--- src/rtl/fifo_rd_ctrl.sv ---
// Async FIFO read controller: synchronizes the write pointer, owns the read
// pointer and empty/count flags, and turns the 1-cycle-latency memory read
// port into a full-throughput ready/valid stream via a 2-entry buffer.
package pkg_graybin;
  function automatic logic [31:0] bin2gray(input logic [31:0] b);
    return b ^ (b >> 1);
  endfunction

  function automatic logic [31:0] gray2bin(input logic [31:0] g);
    logic [31:0] b;
    b[31] = g[31];
    for (int i = 30; i >= 0; i--) b[i] = b[i+1] ^ g[i];
    return b;
  endfunction
endpackage

module fifo_rd_ctrl #(
  parameter int DATASIZE = 8,
  parameter int DEPTH    = 8
) (
  input logic           rclk,
  input logic           rrst,
  fifo_rd_ctrl_if.master bus
);
  import pkg_graybin::*;

  localparam int ASIZE = $clog2(DEPTH);
  localparam int PW    = ASIZE + 1;

  logic [PW-1:0]       wq1, wq2;
  logic [PW-1:0]       rbin, rbin_next, rgray_next;
  logic [PW-1:0]       rptr_gray, rd_count;
  logic                rd_empty;
  logic                rden, pop, inflight;
  logic [1:0]          occ, occ_left;
  logic [2:0]          occ_proj;
  logic [DATASIZE-1:0] head, skid;

  // Read issue: only fetch if the buffer can absorb the word once it lands,
  // counting what is already held and in flight, net of this cycle's pop.
  always_comb begin
    pop        = (occ != 2'd0) & bus.dout_ready;
    occ_left   = occ - {1'b0, pop};
    occ_proj   = {1'b0, occ} + {2'b0, inflight} - {2'b0, pop};
    rden       = !rd_empty && (occ_proj <= 3'd1);
    rbin_next  = rbin + {{ASIZE{1'b0}}, rden};
    rgray_next = PW'(bin2gray(32'(rbin_next)));
  end

  // Two-flop synchronizer for the write pointer; only wq2 is consumed.
  always_ff @(posedge rclk or posedge rrst) begin
    if (rrst) begin
      wq1 <= '0;
      wq2 <= '0;
    end else begin
      wq1 <= bus.wptr_gray;
      wq2 <= wq1;
    end
  end

  // Read pointer and flags, all computed from the post-increment pointer so
  // empty is exact for the next cycle's issue decision.
  always_ff @(posedge rclk or posedge rrst) begin
    if (rrst) begin
      rbin      <= '0;
      rptr_gray <= '0;
      rd_empty  <= 1'b1;
      rd_count  <= '0;
    end else begin
      rbin      <= rbin_next;
      rptr_gray <= rgray_next;
      rd_empty  <= (rgray_next == wq2);
      rd_count  <= PW'(gray2bin(32'(wq2))) - rbin_next;
    end
  end

  // Output buffer: skid shifts into head on pop; returning read data fills
  // the lowest free slot after the pop. Issue gating keeps occ+inflight <= 2.
  always_ff @(posedge rclk or posedge rrst) begin
    if (rrst) begin
      inflight <= 1'b0;
      occ      <= 2'd0;
      head     <= '0;
      skid     <= '0;
    end else begin
      inflight <= rden;
      occ      <= occ_left + {1'b0, inflight};
      if (pop && occ == 2'd2) head <= skid;
      if (inflight) begin
        if (occ_left == 2'd0) head <= bus.mem_rdata;
        else                  skid <= bus.mem_rdata;
      end
    end
  end

  assign bus.rden       = rden;
  assign bus.raddr      = rbin[ASIZE-1:0];
  assign bus.rptr_gray  = rptr_gray;
  assign bus.rd_empty   = rd_empty;
  assign bus.rd_count   = rd_count;
  assign bus.dout       = head;
  assign bus.dout_valid = (occ != 2'd0);
endmodule

--- src/rtl/fifo_rd_ctrl_if.sv ---
// Read-side bus of the async FIFO: pointer exchange with the write domain,
// memory read port, and the ready/valid stream toward the consumer.
interface fifo_rd_ctrl_if #(
  parameter int DATASIZE = 8,
  parameter int DEPTH    = 8
);
  localparam int ASIZE = $clog2(DEPTH);

  logic [ASIZE:0]    wptr_gray;
  logic [ASIZE:0]    rptr_gray;
  logic [ASIZE-1:0]  raddr;
  logic              rden;
  logic              rd_empty;
  logic [DATASIZE-1:0] mem_rdata;
  logic [DATASIZE-1:0] dout;
  logic              dout_valid;
  logic              dout_ready;
  logic [ASIZE:0]    rd_count;

  // read controller side
  modport master (
    input  wptr_gray, mem_rdata, dout_ready,
    output rptr_gray, raddr, rden, rd_empty, dout, dout_valid, rd_count
  );

  // write domain / memory / consumer side
  modport slave (
    output wptr_gray, mem_rdata, dout_ready,
    input  rptr_gray, raddr, rden, rd_empty, dout, dout_valid, rd_count
  );
endinterface

--- src/flat_wrapper.sv ---
// flat-port wrapper written by rule: the top's interface ports become plain ports
module fifo_rd_ctrl_flat import pkg_graybin::*;
#(
  parameter int DATASIZE = 8,
  parameter int DEPTH    = 8
)
  (rclk, rrst, bus_wptr_gray, bus_mem_rdata, bus_dout_ready, bus_rptr_gray, bus_raddr, bus_rden, bus_rd_empty, bus_dout, bus_dout_valid, bus_rd_count);
  fifo_rd_ctrl_if #(.DATASIZE(DATASIZE), .DEPTH(DEPTH)) bus_i ();
  input logic rclk;
  input logic rrst;
  input wire logic [$bits(bus_i.wptr_gray)-1:0] bus_wptr_gray;
  input wire logic [$bits(bus_i.mem_rdata)-1:0] bus_mem_rdata;
  input wire logic [$bits(bus_i.dout_ready)-1:0] bus_dout_ready;
  output wire logic [$bits(bus_i.rptr_gray)-1:0] bus_rptr_gray;
  output wire logic [$bits(bus_i.raddr)-1:0] bus_raddr;
  output wire logic [$bits(bus_i.rden)-1:0] bus_rden;
  output wire logic [$bits(bus_i.rd_empty)-1:0] bus_rd_empty;
  output wire logic [$bits(bus_i.dout)-1:0] bus_dout;
  output wire logic [$bits(bus_i.dout_valid)-1:0] bus_dout_valid;
  output wire logic [$bits(bus_i.rd_count)-1:0] bus_rd_count;
  assign bus_i.wptr_gray = bus_wptr_gray;
  assign bus_i.mem_rdata = bus_mem_rdata;
  assign bus_i.dout_ready = bus_dout_ready;
  assign bus_rptr_gray = bus_i.rptr_gray;
  assign bus_raddr = bus_i.raddr;
  assign bus_rden = bus_i.rden;
  assign bus_rd_empty = bus_i.rd_empty;
  assign bus_dout = bus_i.dout;
  assign bus_dout_valid = bus_i.dout_valid;
  assign bus_rd_count = bus_i.rd_count;
  fifo_rd_ctrl #(.DATASIZE(DATASIZE), .DEPTH(DEPTH)) u_core (.rclk(rclk), .rrst(rrst), .bus(bus_i));
endmodule
--- config.mk ---
export PLATFORM = sky130hd
export DESIGN_NAME = fifo_rd_ctrl_flat
export DESIGN_NICKNAME = d
export VERILOG_FILES = /design/src/rtl/fifo_rd_ctrl.sv /design/src/rtl/fifo_rd_ctrl_if.sv /design/src/flat_wrapper.sv
export SDC_FILE = /design/constraint.sdc
export NUM_CORES = 1
export LEC_CHECK = 0
export CORE_AREA = 2 2 65 97
export CTS_BUF_LIST = sky130_fd_sc_hd__clkbuf_8
export DETAILED_ROUTE_END_ITERATION = 8
export DIE_AREA = 0 0 67 99
export HOLD_SLACK_MARGIN = 0.05
export SLEW_MARGIN = 20
export SYNTH_ARGS = -nofsm -noshare
export SYNTH_HDL_FRONTEND = slang
export SYNTH_SLANG_ARGS = --single-unit
--- constraint.sdc ---
create_clock -name rclk -period 4.8 [get_ports rclk]
set_input_delay 0.72 -clock rclk [delete_from_list [all_inputs] [get_ports rclk]]
set_output_delay 0.72 -clock rclk [all_outputs]
set_load 0.01 [all_outputs]
# Word-level counts from Yosys, hierarchy flattened
# Cells that the tools add are included.
dict set report totals {
  output_inout_bits 22
  elab_cells 34
  regBits 40
  input_bits 15
}
dict set report classes {
  n_lt_le_gt_ge 1
  bitwise_logic 6
  muxes 3
  reduce_logical 6
  addsub 6
  eq_ne 2
}
# operator n
set ops {}
lappend ops {{2-to-1 mux 8 bit} 3}
lappend ops {{adder 4 x 1 -> 4 bit} 1}
lappend ops {{equality test 4 bit} 1}
lappend ops {{subtractor 4 bit} 1}
lappend ops {{bitwise XOR 4 x 3 -> 4 bit} 1}
lappend ops {{adder 2 x 1 -> 3 bit} 1}
lappend ops {{<= comparator 3 x 1 -> 1 bit, second input constant} 1}
lappend ops {{subtractor 3 x 1 -> 3 bit} 1}
lappend ops {{bitwise XOR 1 bit} 3}
lappend ops {{adder 2 x 1 -> 2 bit} 1}
lappend ops {{equality test 2 bit, second input constant} 1}
lappend ops {{logical AND 1 bit} 2}
lappend ops {{zero test 2 bit} 1}
lappend ops {{AND reduction 2 bit} 1}
lappend ops {{nonzero test 2 bit} 1}
lappend ops {{subtractor 2 x 1 -> 2 bit} 1}
lappend ops {{AND 1 bit} 1}
lappend ops {{zero test 1 bit} 1}
lappend ops {{inverter 1 bit} 1}

# Logic depth before layout (Yosys ltp)
dict set report depth {
  word_depth 8
  mapped_depth 16
  depth_no_buf 15
}

# Worst setup path before layout
# OpenSTA, ideal clock, no wires.
dict set report synth_path {
  path_type {register -> register}
  startpoint {reg u_core.occ[1]}
  endpoint {reg u_core.rd_count[2], in the netlist u_core.bus.rd_count[2]}
  stages_incl_launch_ff 17
  setup_time_ps 123
  required_ps 4677
  slack_ps 1068
  period_less_slack_ps 3732
  t_arrival_ps 3609
  path_cell_list {dfrtp_1 -> or2_2 -> nand2_1 -> xnor2_1 -> ha_1 -> inv_1 -> fa_1 -> xor2_1 -> nor3b_1 -> ha_1 -> ha_1 -> buf_2 -> xor2_1 -> ha_1 -> a211oi_1 -> a21oi_1 -> xnor2_1}
}
dict set report synth_via {
  elab_chain_cells 7
  word_cells_on_any_way 8
  classes_between {add/sub (4); order compare (1); bitwise (1); reduce/logical (2)}
}
# item line
set synth_lines {}
lappend synth_lines {{from (decl)} fifo_rd_ctrl.sv:35} ;# logic [1:0] occ, occ_left;
lappend synth_lines {{from (signal assigned)} fifo_rd_ctrl.sv:87} ;# occ <= occ_left + {1'b0, inflight};
lappend synth_lines {{nonzero test 2 bit} --}
lappend synth_lines {{net bus_dout_valid} flat_wrapper.sv:19} ;# output wire logic [$bits(bus_i.dout_valid)-1:0] bus_dout_valid;
lappend synth_lines {{AND 1 bit} fifo_rd_ctrl.sv:42} ;# pop = (occ != 2'd0) & bus.dout_ready;
lappend synth_lines {{subtractor 3 x 1 -> 3 bit} fifo_rd_ctrl.sv:44} ;# occ_proj = {1'b0, occ} + {2'b0, inflight} - {2'b0, pop};
lappend synth_lines {{<= comparator 3 x 1 -> 1 bit} fifo_rd_ctrl.sv:45} ;# rden = !rd_empty && (occ_proj <= 3'd1);
lappend synth_lines {{logical AND 1 bit} fifo_rd_ctrl.sv:45}
lappend synth_lines {{net bus_rden} flat_wrapper.sv:16} ;# output wire logic [$bits(bus_i.rden)-1:0] bus_rden;
lappend synth_lines {{adder 4 x 1 -> 4 bit} fifo_rd_ctrl.sv:46} ;# rbin_next = rbin + {{ASIZE{1'b0}}, rden};
lappend synth_lines {{net u_core.rbin_next[1]} fifo_rd_ctrl.sv:31} ;# logic [PW-1:0] rbin, rbin_next, rgray_next;
lappend synth_lines {{subtractor 4 bit} fifo_rd_ctrl.sv:73} ;# rd_count <= PW'(gray2bin(32'(wq2))) - rbin_next;
lappend synth_lines {{to (signal assigned)} fifo_rd_ctrl.sv:73}
lappend synth_lines {{to (decl)} fifo_rd_ctrl.sv:32} ;# logic [PW-1:0] rptr_gray, rd_count;
# The timed path passes the listed nets, and every way through them passes these cells.
# A chain may end at the register's enable or synchronous reset.

# Final worst setup path
dict set report layout_path {
  startpoint {in bus_dout_ready}
  endpoint {out bus_rden}
}
dict set report layout_via {
  elab_chain_cells 4
}
# item line
set layout_lines {}
lappend layout_lines {{from (decl)} flat_wrapper.sv:13} ;# input wire logic [$bits(bus_i.dout_ready)-1:0] bus_dout_ready;
lappend layout_lines {{AND 1 bit} fifo_rd_ctrl.sv:42}
lappend layout_lines {{subtractor 3 x 1 -> 3 bit} fifo_rd_ctrl.sv:44}
lappend layout_lines {{<= comparator 3 x 1 -> 1 bit} fifo_rd_ctrl.sv:45}
lappend layout_lines {{logical AND 1 bit} fifo_rd_ctrl.sv:45}
lappend layout_lines {{to (decl)} flat_wrapper.sv:16}
# Every way passes these cells.

==> metrics <==
Critical Path RT=4.08 ns; synth top area cells=dfrtp_1, mux2i_1, mux2_2; CP startpoint kind=input pin; CTS H-tree depth=2; die height=99 um; CTS hold repair buffers=0; root buffer cell=clkbuf_8; Avg Inst Size Synth=12.65 sq um; top cell type's share of synthesized area=56.51%; routability cong.=0.7546; Clock transition at path regs=0.07 ns; final setup TNS=0 ns; Sink Count=39; CTS tree=yes; worst-margin pin slew=0.8976 ns; Layout Cells excl Fill=247; Fin. Hold Viols=0; Power Density=745.0 mW/mm^2; CORE AREA=0.005786 sq mm; crit path to=bus_rden; commonest cells after routing, fill and taps aside=dfrtp_1, clkdlybuf4s50_1, nand2_1; Worst setup startpoint=bus_dout_ready; Yosys Warn Count=0; post-synthesis sequential area ratio=58.07%; GRT busiest layer=met2; critical path depth in cells=9; DRT iter0 DRCs=22; FP Rows=34; status=finished, final reports clean; min Tclk post-route=3.916 ns; flop2flop setup slack=1.06 ns; Core Util, Final=38.15%; Int Pwr=1.046 mW; Ant. Diodes=0; Synth Flop Type=dfrtp_1; drt pass-1 iters=4; FFs w/ async S/R, synth=100.0%; VDD IR max=0.2183 mV; total CTS buffers=5; latest clock arrival within the worst-skew pair=0.28 ns; routed vias=1042; worst-path cell chain=clkdlybuf4s50_1 > nand2_1 > xnor2_1 > ha_1 > inv_1 > fa_1 > xor2_1 > nor3b_1 > clkdlybuf4s50_1; synthesized cell area=0.001683 sq mm; P_sw=0.5985 mW; Die W=67 um; critical path's top delay family=buffers and inverters; number of global-route vias before repair=1077; Post-CTS Setup Bufs=0; EDFF count, synth=0; Reg2Reg Capture Point=u_core.bus.rd_count[2]$_DFF_PP0_; Yosys top cell by area=dfrtp_1; CP peak stage delay=0.61 ns; clock network fraction of design power=12.6%; max-slew violations=0; Resize count post-CTS=0; Worst EP arrival=3.20 ns; grt met2 use=16.07%; Critical Path Sink Type=primary output; Flop pwr share=33.8%; share of layout cells above drive strength 1=13.14%; Syn Nets=155; Vias per Instance=4.219; Starting Density=29.09%; DRT antenna net count=0; library cells used by synthesis=26; full die area=0.006633 sq mm; initial antenna violation count=0; Max Fclk=255.4 MHz; Most common cell on crit path=clkdlybuf4s50_1; IO Pins=37; gr ovfl total=0; Cells after Synth=133; Max-Cap Viols=0; sw frac=36.40%; crit path max fanout=4; Leak=0.9914 nW; M1 GR Usage=11.86%; Crit Path Category=in -> out; r2r worst-path depth=15; r2r startpoint=u_core.occ[1]$_DFF_PP0_; largest net degree at the start of global routing=40; met3 GRT Util=3.082%; Layout area overhead=31.15%; worst path bufs/invs=3; RSZ-0062 raised after global routing=no; drt drc=0; most common cell after layout, fill and taps aside=dfrtp_1; Final period util=81.58%; Clock Tree Buf Depth=2; combinational power share=53.5%; Total Routing Usage GR=10.04%; Seq cells post-synth=39; PortBufs=36; relative slew slack=39.90%; hold slack final=0.3509 ns; final clock skew=0.006858 ns; Hold Crit Class=reg -> reg; Routed WL=2.940 mm; Post-layout nets=196; wire per inst=11.90 um; setup violators final=0; CP max-delay cell=clkdlybuf4s50_1; placed cell count=239; first-pass GRT wire length=4.974 mm; HPWL Detailed=2.054 mm
==> power by group through the flow <==
stage                     combinational [mW]  sequential (mW)  clock (mW)
after floorplan                        0.558            0.592           0
after global placement                 0.889            0.567           0
after detailed placement               0.897            0.568           0
after CTS                              0.898            0.561       0.219
after global routing                   0.987            0.579       0.232
final                                  0.880            0.557       0.208
==> worst min path at each step <==
stage,startpoint,to,slack (ns),cells past startpoint
floorplan,u_core.wq1[0]$_DFF_PP0_,u_core.wq2[0]$_DFF_PP0_,0.33,0
global placement,u_core.wq1[0]$_DFF_PP0_,u_core.wq2[0]$_DFF_PP0_,0.33,0
detailed placement,u_core.wq1[3]$_DFF_PP0_,u_core.wq2[3]$_DFF_PP0_,0.33,0
CTS,u_core.wq1[3]$_DFF_PP0_,u_core.wq2[3]$_DFF_PP0_,0.35,0
global route,u_core.wq1[3]$_DFF_PP0_,u_core.wq2[3]$_DFF_PP0_,0.36,0
finish,u_core.wq1[3]$_DFF_PP0_,u_core.wq2[3]$_DFF_PP0_,0.35,0
==> sequential cells by signal (all words and copies together) (netlist names) <==
register              cells
u_core.bus.dout           8
u_core.skid               8
u_core.bus.rd_count       4
u_core.rbin               4
u_core.wq1                4
u_core.wq2                4
u_core.bus.rptr_gray      3
u_core.occ                2
u_core.bus.rd_empty       1
u_core.inflight           1
==> routing by layer <==
| metal | up-vias | wire length, um |
|---|---|---|
| met5 | - | 0 |
| met4 | 0 | 69 |
| met3 | 5 | 110 |
| met2 | 20 | 1473 |
| met1 | 497 | 1287 |
| li1 | 520 | - |
==> synth_stat cells (2+ instances only) <==
master,number
nor2_1,3
mux2i_1,9
dfrtp_1,38
nand3_1,2
o21ai_0,9
or2_2,2
nor2b_1,2
xnor2_1,9
nand2_1,14
ha_1,6
inv_1,7
xor2_1,9
buf_2,3
mux2_2,8
==> per-stage QoR <==
stage	setup WS [ns]	total power, mW	instance area (sq um)
global placement	0.7131	1.456	2126
global route	0.6328	1.798	2207
detailed placement	0.6296	1.465	2126
CTS	0.8620	1.679	2207
floorplan	1.068	1.150	1683
finish	0.8843	1.644	2207
==> layout make-up <==
cell class,instances,area (sq um)
Fill cell,595,3578
Sequential cell,39,977.2
Multi-Input combinational cell,84,664.4
Timing Repair Buffer,37,367.9
Tap cell,72,90.09
Clock buffer,5,68.82
Inverter,7,26.28
Clock inverter,3,12.51
==> cell families after synthesis <==
| group | count (synthesis) | share of synthesized area (%) |
|---|---|---|
| compound gates | 14 | 5.353 |
| flops | 39 | 58.07 |
| mux | 17 | 10.71 |
| fa+ha+maj | 8 | 6.320 |
| simple gates | 27 | 7.732 |
| buf+inv | 10 | 2.454 |
| xor+xnor | 18 | 9.369 |
No activity file was read; power rests on OpenSTA's default activity.
